--- src/rtl/alu_fc_pkg.sv ---
// Shared constants for the ALU fault classifier: data width, opcodes and fault-type encodings.
// Used by alu_golden and alu_fault_classifier (optional statistics enabled by ALU_FC_STATS_EN).
package alu_fc_pkg;

  localparam int DATA_W = 32;

  typedef enum logic [2:0] {
    OP_ADD = 3'd0,
    OP_SUB = 3'd1,
    OP_AND = 3'd2,
    OP_OR  = 3'd3,
    OP_XOR = 3'd4
  } opcode_e;

  localparam logic [2:0] OP_MAX = 3'd4;

  typedef enum logic [2:0] {
    FT_NONE = 3'd0,
    FT_FLIP = 3'd1,
    FT_OPC  = 3'd2,
    FT_UNK  = 3'd3,
    FT_INV  = 3'd4
  } fault_e;

endpackage

--- src/rtl/alu_golden.sv ---
// Combinational reference ALU: recomputes the correct result for a, b and opcode.
// Undefined opcodes (5-7) produce zero.
module alu_golden
  import alu_fc_pkg::*;
(
  input  logic [DATA_W-1:0] a,
  input  logic [DATA_W-1:0] b,
  input  logic [2:0]        opcode,
  output logic [DATA_W-1:0] golden
);

  always_comb begin
    golden = '0;
    case (opcode)
      OP_ADD:  golden = a + b;
      OP_SUB:  golden = a - b;
      OP_AND:  golden = a & b;
      OP_OR:   golden = a | b;
      OP_XOR:  golden = a ^ b;
      default: golden = '0;
    endcase
  end

endmodule

--- src/rtl/alu_fault_classifier.sv ---
// Two-stage ALU fault classifier with valid/ready handshakes on both sides.
// Per-class statistics counters are built only when ALU_FC_STATS_EN is defined.
module alu_fault_classifier
  import alu_fc_pkg::*;
#(
  parameter int CNT_W = 16
) (
  input  logic              clk,
  input  logic              rst,
  input  logic              in_valid,
  output logic              in_ready,
  input  logic [31:0]       in_a,
  input  logic [31:0]       in_b,
  input  logic [2:0]        in_opcode,
  input  logic [31:0]       in_result,
  output logic              out_valid,
  input  logic              out_ready,
  output logic [2:0]        out_fault_type,
  output logic [4:0]        out_flip_bit,
  output logic [31:0]       out_golden,
  input  logic              clr_cnt,
  output logic [CNT_W-1:0]  cnt_none,
  output logic [CNT_W-1:0]  cnt_flip,
  output logic [CNT_W-1:0]  cnt_opc,
  output logic [CNT_W-1:0]  cnt_unk,
  output logic [CNT_W-1:0]  cnt_inv
);

  logic [DATA_W-1:0] golden_c;

  alu_golden u_golden (
    .a      (in_a),
    .b      (in_b),
    .opcode (in_opcode),
    .golden (golden_c)
  );

  logic              vld_p1;
  logic [DATA_W-1:0] a_p1;
  logic [DATA_W-1:0] b_p1;
  logic [2:0]        op_p1;
  logic [DATA_W-1:0] golden_p1;
  logic [DATA_W-1:0] diff_p1;

  logic              vld_p2;
  logic [2:0]        type_p2;
  logic [4:0]        flip_p2;
  logic [DATA_W-1:0] golden_p2;

  logic s2_free;
  logic s1_load;

  assign s2_free  = !vld_p2 || out_ready;
  assign in_ready = !vld_p1 || s2_free;
  assign s1_load  = in_valid && in_ready;

  // ---- Stage 1: capture operands, golden result and error syndrome
  always_ff @(posedge clk or posedge rst) begin
    if (rst) begin
      vld_p1 <= 1'b0;
    end else if (in_ready) begin
      vld_p1 <= in_valid;
    end
  end

  always_ff @(posedge clk) begin
    if (s1_load) begin
      a_p1      <= in_a;
      b_p1      <= in_b;
      op_p1     <= in_opcode;
      golden_p1 <= golden_c;
      diff_p1   <= in_result ^ golden_c;
    end
  end

  logic [DATA_W-1:0] result_p1;
  logic              one_hot_p1;
  logic [4:0]        flip_idx_p1;
  fault_e            type_c;
  logic [4:0]        flip_c;

  // A single flipped bit leaves exactly one bit set in the syndrome.
  always_comb begin
    result_p1   = diff_p1 ^ golden_p1;
    one_hot_p1  = (diff_p1 != '0) && ((diff_p1 & (diff_p1 - DATA_W'(1))) == '0);
    flip_idx_p1 = '0;
    for (int i = 0; i < DATA_W; i++) begin
      if (diff_p1[i]) flip_idx_p1 = 5'(i);
    end

    type_c = FT_UNK;
    flip_c = '0;
    if (op_p1 > OP_MAX) begin
      type_c = FT_INV;
    end else if (diff_p1 == '0) begin
      type_c = FT_NONE;
    end else if (result_p1 == (a_p1 ^ b_p1)) begin
      // XOR never reaches here: its golden equals a^b and hits the match case first.
      type_c = FT_OPC;
    end else if (one_hot_p1) begin
      type_c = FT_FLIP;
      flip_c = flip_idx_p1;
    end
  end

  // ---- Stage 2: registered classification, held while the consumer stalls
  always_ff @(posedge clk or posedge rst) begin
    if (rst) begin
      vld_p2    <= 1'b0;
      type_p2   <= FT_NONE;
      flip_p2   <= '0;
      golden_p2 <= '0;
    end else if (s2_free) begin
      vld_p2 <= vld_p1;
      if (vld_p1) begin
        type_p2   <= type_c;
        flip_p2   <= flip_c;
        golden_p2 <= golden_p1;
      end
    end
  end

  assign out_valid      = vld_p2;
  assign out_fault_type = type_p2;
  assign out_flip_bit   = flip_p2;
  assign out_golden     = golden_p2;

`ifdef ALU_FC_STATS_EN
  logic             out_hs;
  logic [CNT_W-1:0] cnt_none_q;
  logic [CNT_W-1:0] cnt_flip_q;
  logic [CNT_W-1:0] cnt_opc_q;
  logic [CNT_W-1:0] cnt_unk_q;
  logic [CNT_W-1:0] cnt_inv_q;

  function automatic logic [CNT_W-1:0] sat_inc(input logic [CNT_W-1:0] v);
    return (&v) ? v : v + CNT_W'(1);
  endfunction

  assign out_hs = vld_p2 && out_ready;

  // Clear takes precedence over a coincident handshake.
  always_ff @(posedge clk or posedge rst) begin
    if (rst) begin
      cnt_none_q <= '0;
      cnt_flip_q <= '0;
      cnt_opc_q  <= '0;
      cnt_unk_q  <= '0;
      cnt_inv_q  <= '0;
    end else if (clr_cnt) begin
      cnt_none_q <= '0;
      cnt_flip_q <= '0;
      cnt_opc_q  <= '0;
      cnt_unk_q  <= '0;
      cnt_inv_q  <= '0;
    end else if (out_hs) begin
      case (type_p2)
        FT_NONE: cnt_none_q <= sat_inc(cnt_none_q);
        FT_FLIP: cnt_flip_q <= sat_inc(cnt_flip_q);
        FT_OPC:  cnt_opc_q  <= sat_inc(cnt_opc_q);
        FT_UNK:  cnt_unk_q  <= sat_inc(cnt_unk_q);
        FT_INV:  cnt_inv_q  <= sat_inc(cnt_inv_q);
        default: ;
      endcase
    end
  end

  assign cnt_none = cnt_none_q;
  assign cnt_flip = cnt_flip_q;
  assign cnt_opc  = cnt_opc_q;
  assign cnt_unk  = cnt_unk_q;
  assign cnt_inv  = cnt_inv_q;
`else
  logic unused_clr;
  assign unused_clr = clr_cnt;

  assign cnt_none = '0;
  assign cnt_flip = '0;
  assign cnt_opc  = '0;
  assign cnt_unk  = '0;
  assign cnt_inv  = '0;
`endif

endmodule

--- config.mk ---
export PLATFORM = sky130hd
export DESIGN_NAME = alu_fault_classifier
export DESIGN_NICKNAME = d
export VERILOG_FILES = /design/src/rtl/alu_fc_pkg.sv /design/src/rtl/alu_golden.sv /design/src/rtl/alu_fault_classifier.sv
export SDC_FILE = /design/constraint.sdc
export NUM_CORES = 1
export LEC_CHECK = 0
export ABC_AREA = 0
export BUFFER_PORTS_ARGS = -buffer_cell sky130_fd_sc_hd__buf_2
export CORE_AREA = 2 2 128 254
export CTS_CLUSTER_DIAMETER = 60
export DETAILED_ROUTE_END_ITERATION = 12
export DIE_AREA = 0 0 130 256
export SLEW_MARGIN = 40
export SYNTH_ARGS = -nofsm -noshare
export SYNTH_HDL_FRONTEND = slang
export SYNTH_SLANG_ARGS = --single-unit
--- constraint.sdc ---
create_clock -name clk -period 5 [get_ports clk]
set_clock_uncertainty 0.2 [all_clocks]
set_input_delay 0.25 -clock clk [delete_from_list [all_inputs] [get_ports clk]]
set_output_delay 0.25 -clock clk [all_outputs]
set_load 0.02 [all_outputs]
Word-level counts from Yosys, hierarchy flattened

Cells that the tools add are included.

Output and inout bits: 122
Word-level logic and storage cells: 77
Flip-flop bits (word level): 173

Bitwise gates (word level): 7
Equality and inequality tests: 5
$lt $le $gt $ge: 1
Mux-type cells: 40
$add $sub $neg: 3
Reductions and logical operators: 11

Operator list:

| operator                                            | count |
|---|---|
| two-way mux 5 bit                                   | 34 |
| case mux 32 bit (5 select lines)                    | 1 |
| XOR 32 bit                                          | 4 |
| bitwise AND 32 bit                                  | 2 |
| zero test 32 bit                                    | 2 |
| adder 32 bit                                        | 1 |
| == test 32 bit                                      | 1 |
| bitwise OR 32 bit                                   | 1 |
| nonzero test 32 bit                                 | 1 |
| subtractor 32 x 1 -> 32 bit (second input constant) | 1 |
| subtractor 32 bit                                   | 1 |
| == test 3 x 2 -> 1 bit (second input constant)      | 2 |
| two-way mux 2 bit                                   | 3 |
| == test 3 x 1 -> 1 bit (second input constant)      | 1 |
| == test 3 bit (second input constant)               | 1 |
| > comparator 3 bit (second input constant)          | 1 |
| zero test 3 bit                                     | 1 |
| two-way mux 3 bit                                   | 1 |
| logical AND 1 bit                                   | 2 |
| zero test 1 bit                                     | 2 |
| logical OR 1 bit                                    | 2 |
| AND reduction 2 bit                                 | 1 |
| two-way mux 1 bit                                   | 1 |

Depth between registers and ports, before layout

Gate-level depths: netlist (run 1).

Depth in word-level cells: 35
Gate-level depth with buffers: 19
Mapped depth without buffers: 18

Modules after synthesis

Synthesis (run 1) repeated with hierarchy kept, for this count alone.

Cell total of the unflattened synthesis: 1194
Area total of the unflattened synthesis: 12273.0 sq um

By module, submodules not included:

| module               | sequential area each (sq um) | cells an instance | area an instance (sq um) | times used |
|---|---|---|---|---|
| alu_fault_classifier | 4984.8                       | 582               | 8125.3                   | 1 |
| alu_golden           | 0.0                          | 612               | 4147.7                   | 1 |

Worst setup path before layout (run 1)

Ideal clock, no wire load.

Kind: flip-flop to flip-flop
Start point: register vld_p2, in the netlist out_valid
End point: register a_p1[0], enable pin
Path slack: 0.510 ns
Arrival: 3.785 ns
Cell stages (with the launch flop): 3
Buffers on the path: 0
Clock period less this slack: 4.490 ns
Cell sequence: dfrtp_1 > nand3b_1 > and2_1

Cells in the longest elaborated chain, start to end: 4

RTL lines:

| element                | line                        | source |
|---|---|---|
| from (decl)            | alu_fault_classifier.sv:45  | `logic vld_p2;` |
| from (signal assigned) | alu_fault_classifier.sv:114 | `vld_p2 <= vld_p1;` |
| zero test 1 bit        | alu_fault_classifier.sv:53  | `assign s2_free = !vld_p2 \|\| out_ready;` |
| logical OR 1 bit       | alu_fault_classifier.sv:53  |  |
| logical OR 1 bit       | alu_fault_classifier.sv:54  | `assign in_ready = !vld_p1 \|\| s2_free;` |
| via in_ready           | alu_fault_classifier.sv:11  | `output logic in_ready,` |
| logical AND 1 bit      | alu_fault_classifier.sv:55  | `assign s1_load = in_valid && in_ready;` |
| via s1_load            | alu_fault_classifier.sv:51  | `logic s1_load;` |
| to (signal assigned)   | alu_fault_classifier.sv:68  | `a_p1 <= in_a;` |
| to (decl)              | alu_fault_classifier.sv:39  | `logic [DATA_W-1:0] a_p1;` |

The timed path passes the listed nets, and every way through them passes these cells.
A chain may end at the register's enable or synchronous reset.

Worst setup path after layout (run 1)

Start point: input in_b[2]
End point: register diff_p1[23], data pin

Cells in the longest elaborated chain, start to end: 3
Elaborated cells on any way between the ends: 4
Those cells by class: add/sub: 2; mux: 1; bitwise: 1

RTL lines:

| element                                                  | line                               | source |
|---|---|---|
| from (decl)                                              | alu_fault_classifier.sv:13         | `input logic [31:0] in_b,` |
| subtractor 32 bit / adder 32 bit (equally long branches) | alu_golden.sv:16, alu_golden.sv:15 |  |
| case mux 32 bit (5 select lines) (*)                     | alu_golden.sv:14                   | `case (opcode)` |
| via golden_c[23]                                         | alu_fault_classifier.sv:29         | `logic [DATA_W-1:0] golden_c;` |
| XOR 32 bit (*)                                           | alu_fault_classifier.sv:72         | `diff_p1 <= in_result ^ golden_c;` |
| to (signal assigned)                                     | alu_fault_classifier.sv:72         |  |
| to (decl)                                                | alu_fault_classifier.sv:43         | `logic [DATA_W-1:0] diff_p1;` |

Mark *: on every way through the listed nets, which the timed path passes. The rest lies on a longest branch.

==> results.yml, run 1 <==
outcome:
  outcome: "finished, final reports clean"
yosys:
  synthFlopType: "edfxtp_1"
  syn-cell-area_mm2: 0.01236
  yosys_warnings: 0
  ys_types: 79
  ys_ff_latch: 173
  synth_edf_count: 131
  synthArstFlopShare_pct: 24.28
  synthCells: 1207
  avgSynthCellArea_um2: 10.24
  yosysSeqAreaShare_pct: 40.33
timing:
  slew_headroom_pct: 48.47
  worst_pin_slew_ps: 773.0
  finalCritPeriodShare_pct: 98.41
  finalSetupViolCount: 0
  tns_ps: 0
  slew_viol_final: 0
  hold_viol: 0
  min_period_ps: 4920
  clock.fmax_ghz: 0.2032
  worst_slack_ps: 79.69
floorplanning:
  row_count: 92
  core_area_mm2: 0.03143
  die_area_mm2: 0.03328
  initial_core_util_pct: 39.33
  io_pins: 226
  die_x_um: 130
  die_h_um: 256
min_path:
  holdCritStartpoint: "in_opcode[2]"
  hold_end: "op_p1[2]$_DFFE_PP_"
  hp-class: "in -> reg"
  whs_path_depth: 2
critical_path:
  critical_path.max_fanout: 6
  crit_arrival_ps: 4900
  critPathKind: "in -> reg"
  rr_endpoint: "out_flip_bit[0]$_DFFE_PP0P_"
  startpoint_type: "primary input"
  r2r_cells: 9
  r2r-start: "diff_p1[1]$_DFFE_PP_"
  reg2reg_slack_ps: 1350
  required_ps: 4980
  endpoint_kind: "flop"
clocking:
  numCtsBuffers: 17
  htreeDepth: 4
  cts_tree: "built"
  cts_sinks: 173
  cts_setup_buffers: 0
  path_clk_slew_ps: 70
  root_buffer: "clkbuf_16"
  clk_path_buf_depth: 2
  insertion_delay_ps: 450
global_route:
  grt_overflow: 0
  track_usage_pct: 21.83
  grt_pass1_vias: 9751
  grt_max_degree: 80
  grt_first_pass_wirelength_mm: 54.25
  grt_antenna_before_repair: 0
power:
  leakage_nw: 6.439
  vdd_ir_drop_max_mv: 0.2512
  powerDensity_mw_per_mm2: 303.2
cells_and_area:
  final_common_cell: "buf_2"
  fin_nets: 1670
  syn_to_final_growth_pct: 21.47
  final_cell_mix: "144 x buf_2, 131 x edfxtp_1, 107 x xnor2_1"
  drive_gt1_share_pct: 18.62
  stdcell_area_mm2: 0.01501
  num_antenna_cells: 0
  utilization_pct: 47.78
flow_run:
  max_cap_violations: 0
detailed_routing:
  post_drt_wl_per_cell_um: 18.72
  routed-via-count: 9687
  viasPerCell: 5.085
  first_pass_iters: 5
  detail-route-antenna-nets: 0
  wirelength_mm: 35.67
  drc_errors: 0
  drt_iter0_markers: 464
place:
  dp_hpwl_mm: 28.05
  io_buffers: 144
  place_area_mm2: 0.01344
  pre_cts_ws_ps: 265.8
  place_congestion: 0.9955
-- report_power, final --
group          total (mW)  leakage [nW]  switching [mW]  internal (mW)
combinational        1.37          4.38           0.806          0.565
clock                1.30         0.277           0.602          0.699
sequential           1.88          1.78           0.136           1.74
total                4.55          6.44            1.54           3.01
-- layout make-up --
cell class / instances / area (um^2)
clock buffers: 19 / 432.9
clock inverters: 13 / 131.4
fillers: 2911 / 16410
inverters: 93 / 351.6
multi-input cells: 895 / 6513
flip-flops and latches: 173 / 4985
well taps: 423 / 529.3
repair buffers: 289 / 2072
-- cells in the mapped netlist (6+ instances only) --
master	number	share of area [%]
clkbuf_1	30	0.91
o21ai_0	53	2.1
buf_1	6	0.18
nand4_1	9	0.46
a31oi_1	10	0.51
xor2_1	74	5.2
dfrtp_1	42	8.5
a21boi_0	7	0.43
nand2b_1	11	0.56
ha_1	96	9.7
nor4_1	15	0.76
a21o_1	13	0.79
nand2_1	59	1.8
o211ai_1	11	0.67
nand3_1	15	0.61
edfxtp_1	131	32
o31ai_1	14	0.85
a21oi_1	63	2.6
a211oi_1	21	1.3
o221ai_1	8	0.57
o21a_1	8	0.49
xnor2_1	107	7.6
inv_1	93	2.8
buf_4	80	4.9
mux2i_1	15	1.2
nor2_1	75	2.3
mux2_2	32	2.9
or3_1	10	0.51
nor3_1	14	0.57
-- state kept, by name, indices dropped and copies added (netlist names) --
register        cells
a_p1               32
b_p1               32
diff_p1            32
golden_p1          32
op_p1               3
out_fault_type      3
out_flip_bit        5
out_golden         32
out_valid           1
vld_p1              1
-- cell families (layout without fill, tap and decap cells) --
group	count (synthesis)	after routing	synth area share, %
AND/OR/NAND/NOR	238	238	9.799
other	1	80	0.03034
buffers and inverters	218	414	9.606
XOR/XNOR	181	181	12.83
flip-flops	173	173	40.33
AO/OA/AOI/OAI	252	252	13.40
multiplexers	47	47	4.130
adder cells (fa/ha/maj)	97	97	9.880
-- worst max-delay path by stage --
| stage | cells past startpoint | slack, ps | endpoint | start |
|---|---|---|---|---|
| 6_report | 17 | 80 | diff_p1[23]$_DFFE_PP_ | in_b[2] |
| 5_1_grt | 19 | -1 | diff_p1[27]$_DFFE_PP_ | in_b[2] |
| 4_1_cts | 20 | 150 | diff_p1[31]$_DFFE_PP_ | in_b[2] |
| 3_5_place_dp | 19 | 270 | diff_p1[31]$_DFFE_PP_ | in_b[2] |
| 3_3_place_gp | 19 | 260 | diff_p1[31]$_DFFE_PP_ | in_b[2] |
| 2_1_floorplan | 2 | 510 | a_p1[0]$_DFFE_PP_ | out_valid$_DFFE_PP0P_ |
-- through the flow --
| stage | power (mW) | std cells | hold WS (ps) |
|---|---|---|---|
| after floorplan | 2.793 | 1286 | 148.9 |
| after global placement | 3.191 | 1773 | 261.2 |
| after detailed placement | 3.215 | 1773 | 162.5 |
| after CTS | 4.581 | 1905 | 50.69 |
| after global routing | 4.772 | 1905 | 67.83 |
| final | 4.552 | 1905 | 84.35 |
-- what timing repair did --
| item | 4_1_cts | 5_1_grt |
|---|---|---|
| setup endpoints to repair | 0 | 3 |
| hold buffers | 100 | 0 |
| gates resized for setup | 0 | 2 |
| hold endpoints to repair | 140 | 0 |
-- layer usage --
layer	GRT usage, %	vias up	share of wire, %
li1	-	4636	-
met1	22.83	4683	36
met2	41.88	305	56
met3	2.655	63	3.3
met4	10.01	0	4.3
met5	0	-	0
-- worst max-delay path, cell delays in order --
cell,delay (ps)
dlygate4sd3_1,540
buf_2,160
or3_1,450
or3_1,370
o31ai_1,290
xnor2_1,170
ha_1,340
a21o_1,210
a21oi_1,290
o21ai_0,220
nand2b_1,110
o311ai_0,230
buf_4,240
a311oi_1,320
xor2_1,300
o21ai_0,210
xor2_1,190
(Power assumes the default switching activity.)
==> inputs of run 2 (changes only) <==
--- a/config.mk
+++ b/config.mk
@@ -11,6 +11,7 @@
 export CTS_CLUSTER_DIAMETER = 60
 export DETAILED_ROUTE_END_ITERATION = 12
 export DIE_AREA = 0 0 130 256
+export RECOVER_POWER = 100
 export SLEW_MARGIN = 40
 export SYNTH_ARGS = -nofsm -noshare
 export SYNTH_HDL_FRONTEND = slang
==> results.yml, run 2 (synthesis gave the netlist of run 1 again) <==
clocking:
  root_buffer: "clkbuf_16"
  htreeDepth: 4
  path_clk_slew_ps: 70
  cts_setup_buffers: 0
  insertion_delay_ps: 450
  numCtsBuffers: 17
  clk_path_buf_depth: 2
  cts_tree: "built"
  cts_sinks: 173
detailed_routing:
  drc_errors: 0
  wirelength_mm: 35.66
  first_pass_iters: 5
  detail-route-antenna-nets: 0
  routed-via-count: 9704
  viasPerCell: 5.094
  drt_iter0_markers: 468
  post_drt_wl_per_cell_um: 18.72
timing:
  slew_viol_final: 139
  min_period_ps: 4896
  clock.fmax_ghz: 0.2042
  finalCritPeriodShare_pct: 97.92
  slew_headroom_pct: -140.1
  hold_viol: 0
  finalSetupViolCount: 0
  worst_slack_ps: 103.8
  worst_pin_slew_ps: 3602
global_route:
  grt_util_met1_pct: 22.83
  grt_antenna_before_repair: 0
  grt_util_met3_pct: 2.655
  grt_most_used_layer: "met2"
  grt_use_met2_pct: 41.88
  track_usage_pct: 21.83
  grt_max_degree: 80
  grt_first_pass_wirelength_mm: 54.25
  grt_overflow: 0
  grt_pass1_vias: 9751
cells_and_area:
  syn_to_final_growth_pct: 19.78
  final_cell_mix: "131 x edfxtp_1, 118 x clkbuf_1, 107 x xnor2_1"
  fin_nets: 1670
  num_antenna_cells: 0
  final_common_cell: "edfxtp_1"
  final-instance-count-excl-fill: 1905
  drive_gt1_share_pct: 10.53
  utilization_pct: 47.11
critical_path:
  setup.worst_path.start: "in_b[2]"
  required_ps: 4980
  critical_path.max_fanout: 6
  startpoint_type: "primary input"
  endpoint_kind: "flop"
  r2r_cells: 3
  critPathKind: "in -> reg"
  crit_arrival_ps: 4880
  r2r-start: "vld_p1$_DFFE_PP0N_"
power:
  leakage_nw: 6.078
  powerDensity_mw_per_mm2: 305.4
  vdd_ir_drop_max_mv: 0.2558
floorplanning:
  die_h_um: 256
  io_pins: 226
  core_area_mm2: 0.03143
  row_count: 92
  die_x_um: 130
  initial_core_util_pct: 39.33
  die_area_mm2: 0.03328
flow_run:
  max_cap_violations: 3
place:
  io_buffers: 144
  pre_cts_ws_ps: 265.8
  place_congestion: 0.9955
  dpl.cell_count: 1773
  dp_hpwl_mm: 28.05
outcome:
  violations: "capacitance limit, slew limit"
  outcome: "finished with violations"
min_path:
  holdCritStartpoint: "out_fault_type[2]$_DFFE_PP0P_"
  hp-class: "reg -> reg"
  whs_path_depth: 2
run 2: changes by cell type in the layout (fill, tap and decap cells not counted), sizes merged:
cell | previous run | this run
inv | 99 | 98
clkinvlp | 1 | 2
buf | 189 | 71
clkbuf | 19 | 137
run 2: path summary, 6_finish.rpt:
path / endpoint / slack, ps
setup / recovery: diff_p1[23]$_DFFE_PP_ / 100
hold / removal: out_fault_type[2]$_DFFE_PP0P_ / 280
setup reg to reg: golden_p1[26]$_DFFE_PP_ / 450
hold reg to reg: out_fault_type[2]$_DFFE_PP0P_ / 280
max in group asynchronous: out_golden[20]$_DFFE_PP0P_ / 3030
min in group asynchronous: out_golden[11]$_DFFE_PP0P_ / 650
run 2: area by class of cell:
cell class / count / area (um^2)
Fill cell: 2983 / 16620
Multi-Input combinational cell: 895 / 6491
Sequential cell: 173 / 4985
Timing Repair Buffer: 289 / 1886
Tap cell: 423 / 529.3
Clock buffer: 19 / 432.9
Inverter: 93 / 350.3
Clock inverter: 13 / 131.4
run 2: metal layers:
layer  wire length, um  share of wire, %
met1             12890                36
met2             19910                56
met4              1521               4.3
met5                 0                 0
met3              1340               3.8
run 2: power by group:
group / leakage [nW] / switching [mW] / total, mW / internal, mW
Clock: 0.277 / 0.605 / 1.30 / 0.698
Combinational: 4.02 / 0.803 / 1.33 / 0.529
Sequential: 1.78 / 0.138 / 1.89 / 1.75
Total: 6.08 / 1.55 / 4.52 / 2.98
run 2: worst max-delay path, stage by stage:
cell and delay [ps]:
dlygate4sd3_1 540, buf_2 160, or3_1 450, or3_1 370, o31ai_1 280, xnor2_1 170, ha_1 340, a21o_1 210
a21oi_1 290, o21ai_0 220, nand2b_1 110, o311ai_0 220, clkbuf_1 220, a311oi_1 340, xor2_1 300, o21ai_0 210
xor2_1 190
run 2: metrics by stage:
stage	hold slack [ps]	total power [mW]	setup TNS, ps	area, um^2
after detailed placement	162.5	3.215	0	13440
final	283.5	4.522	0	14810
after CTS	50.69	4.581	0	15000
after global routing	321.2	4.741	-1.199	14810
after global placement	261.2	3.191	0	13430
after floorplan	148.9	2.793	0	12660
run 2: what timing repair did:
action	4_1_cts	5_1_grt
hold endpoints to repair	140	0
endpoints found under the setup margin	0	3
hold buffers	100	0
resized for setup	0	2
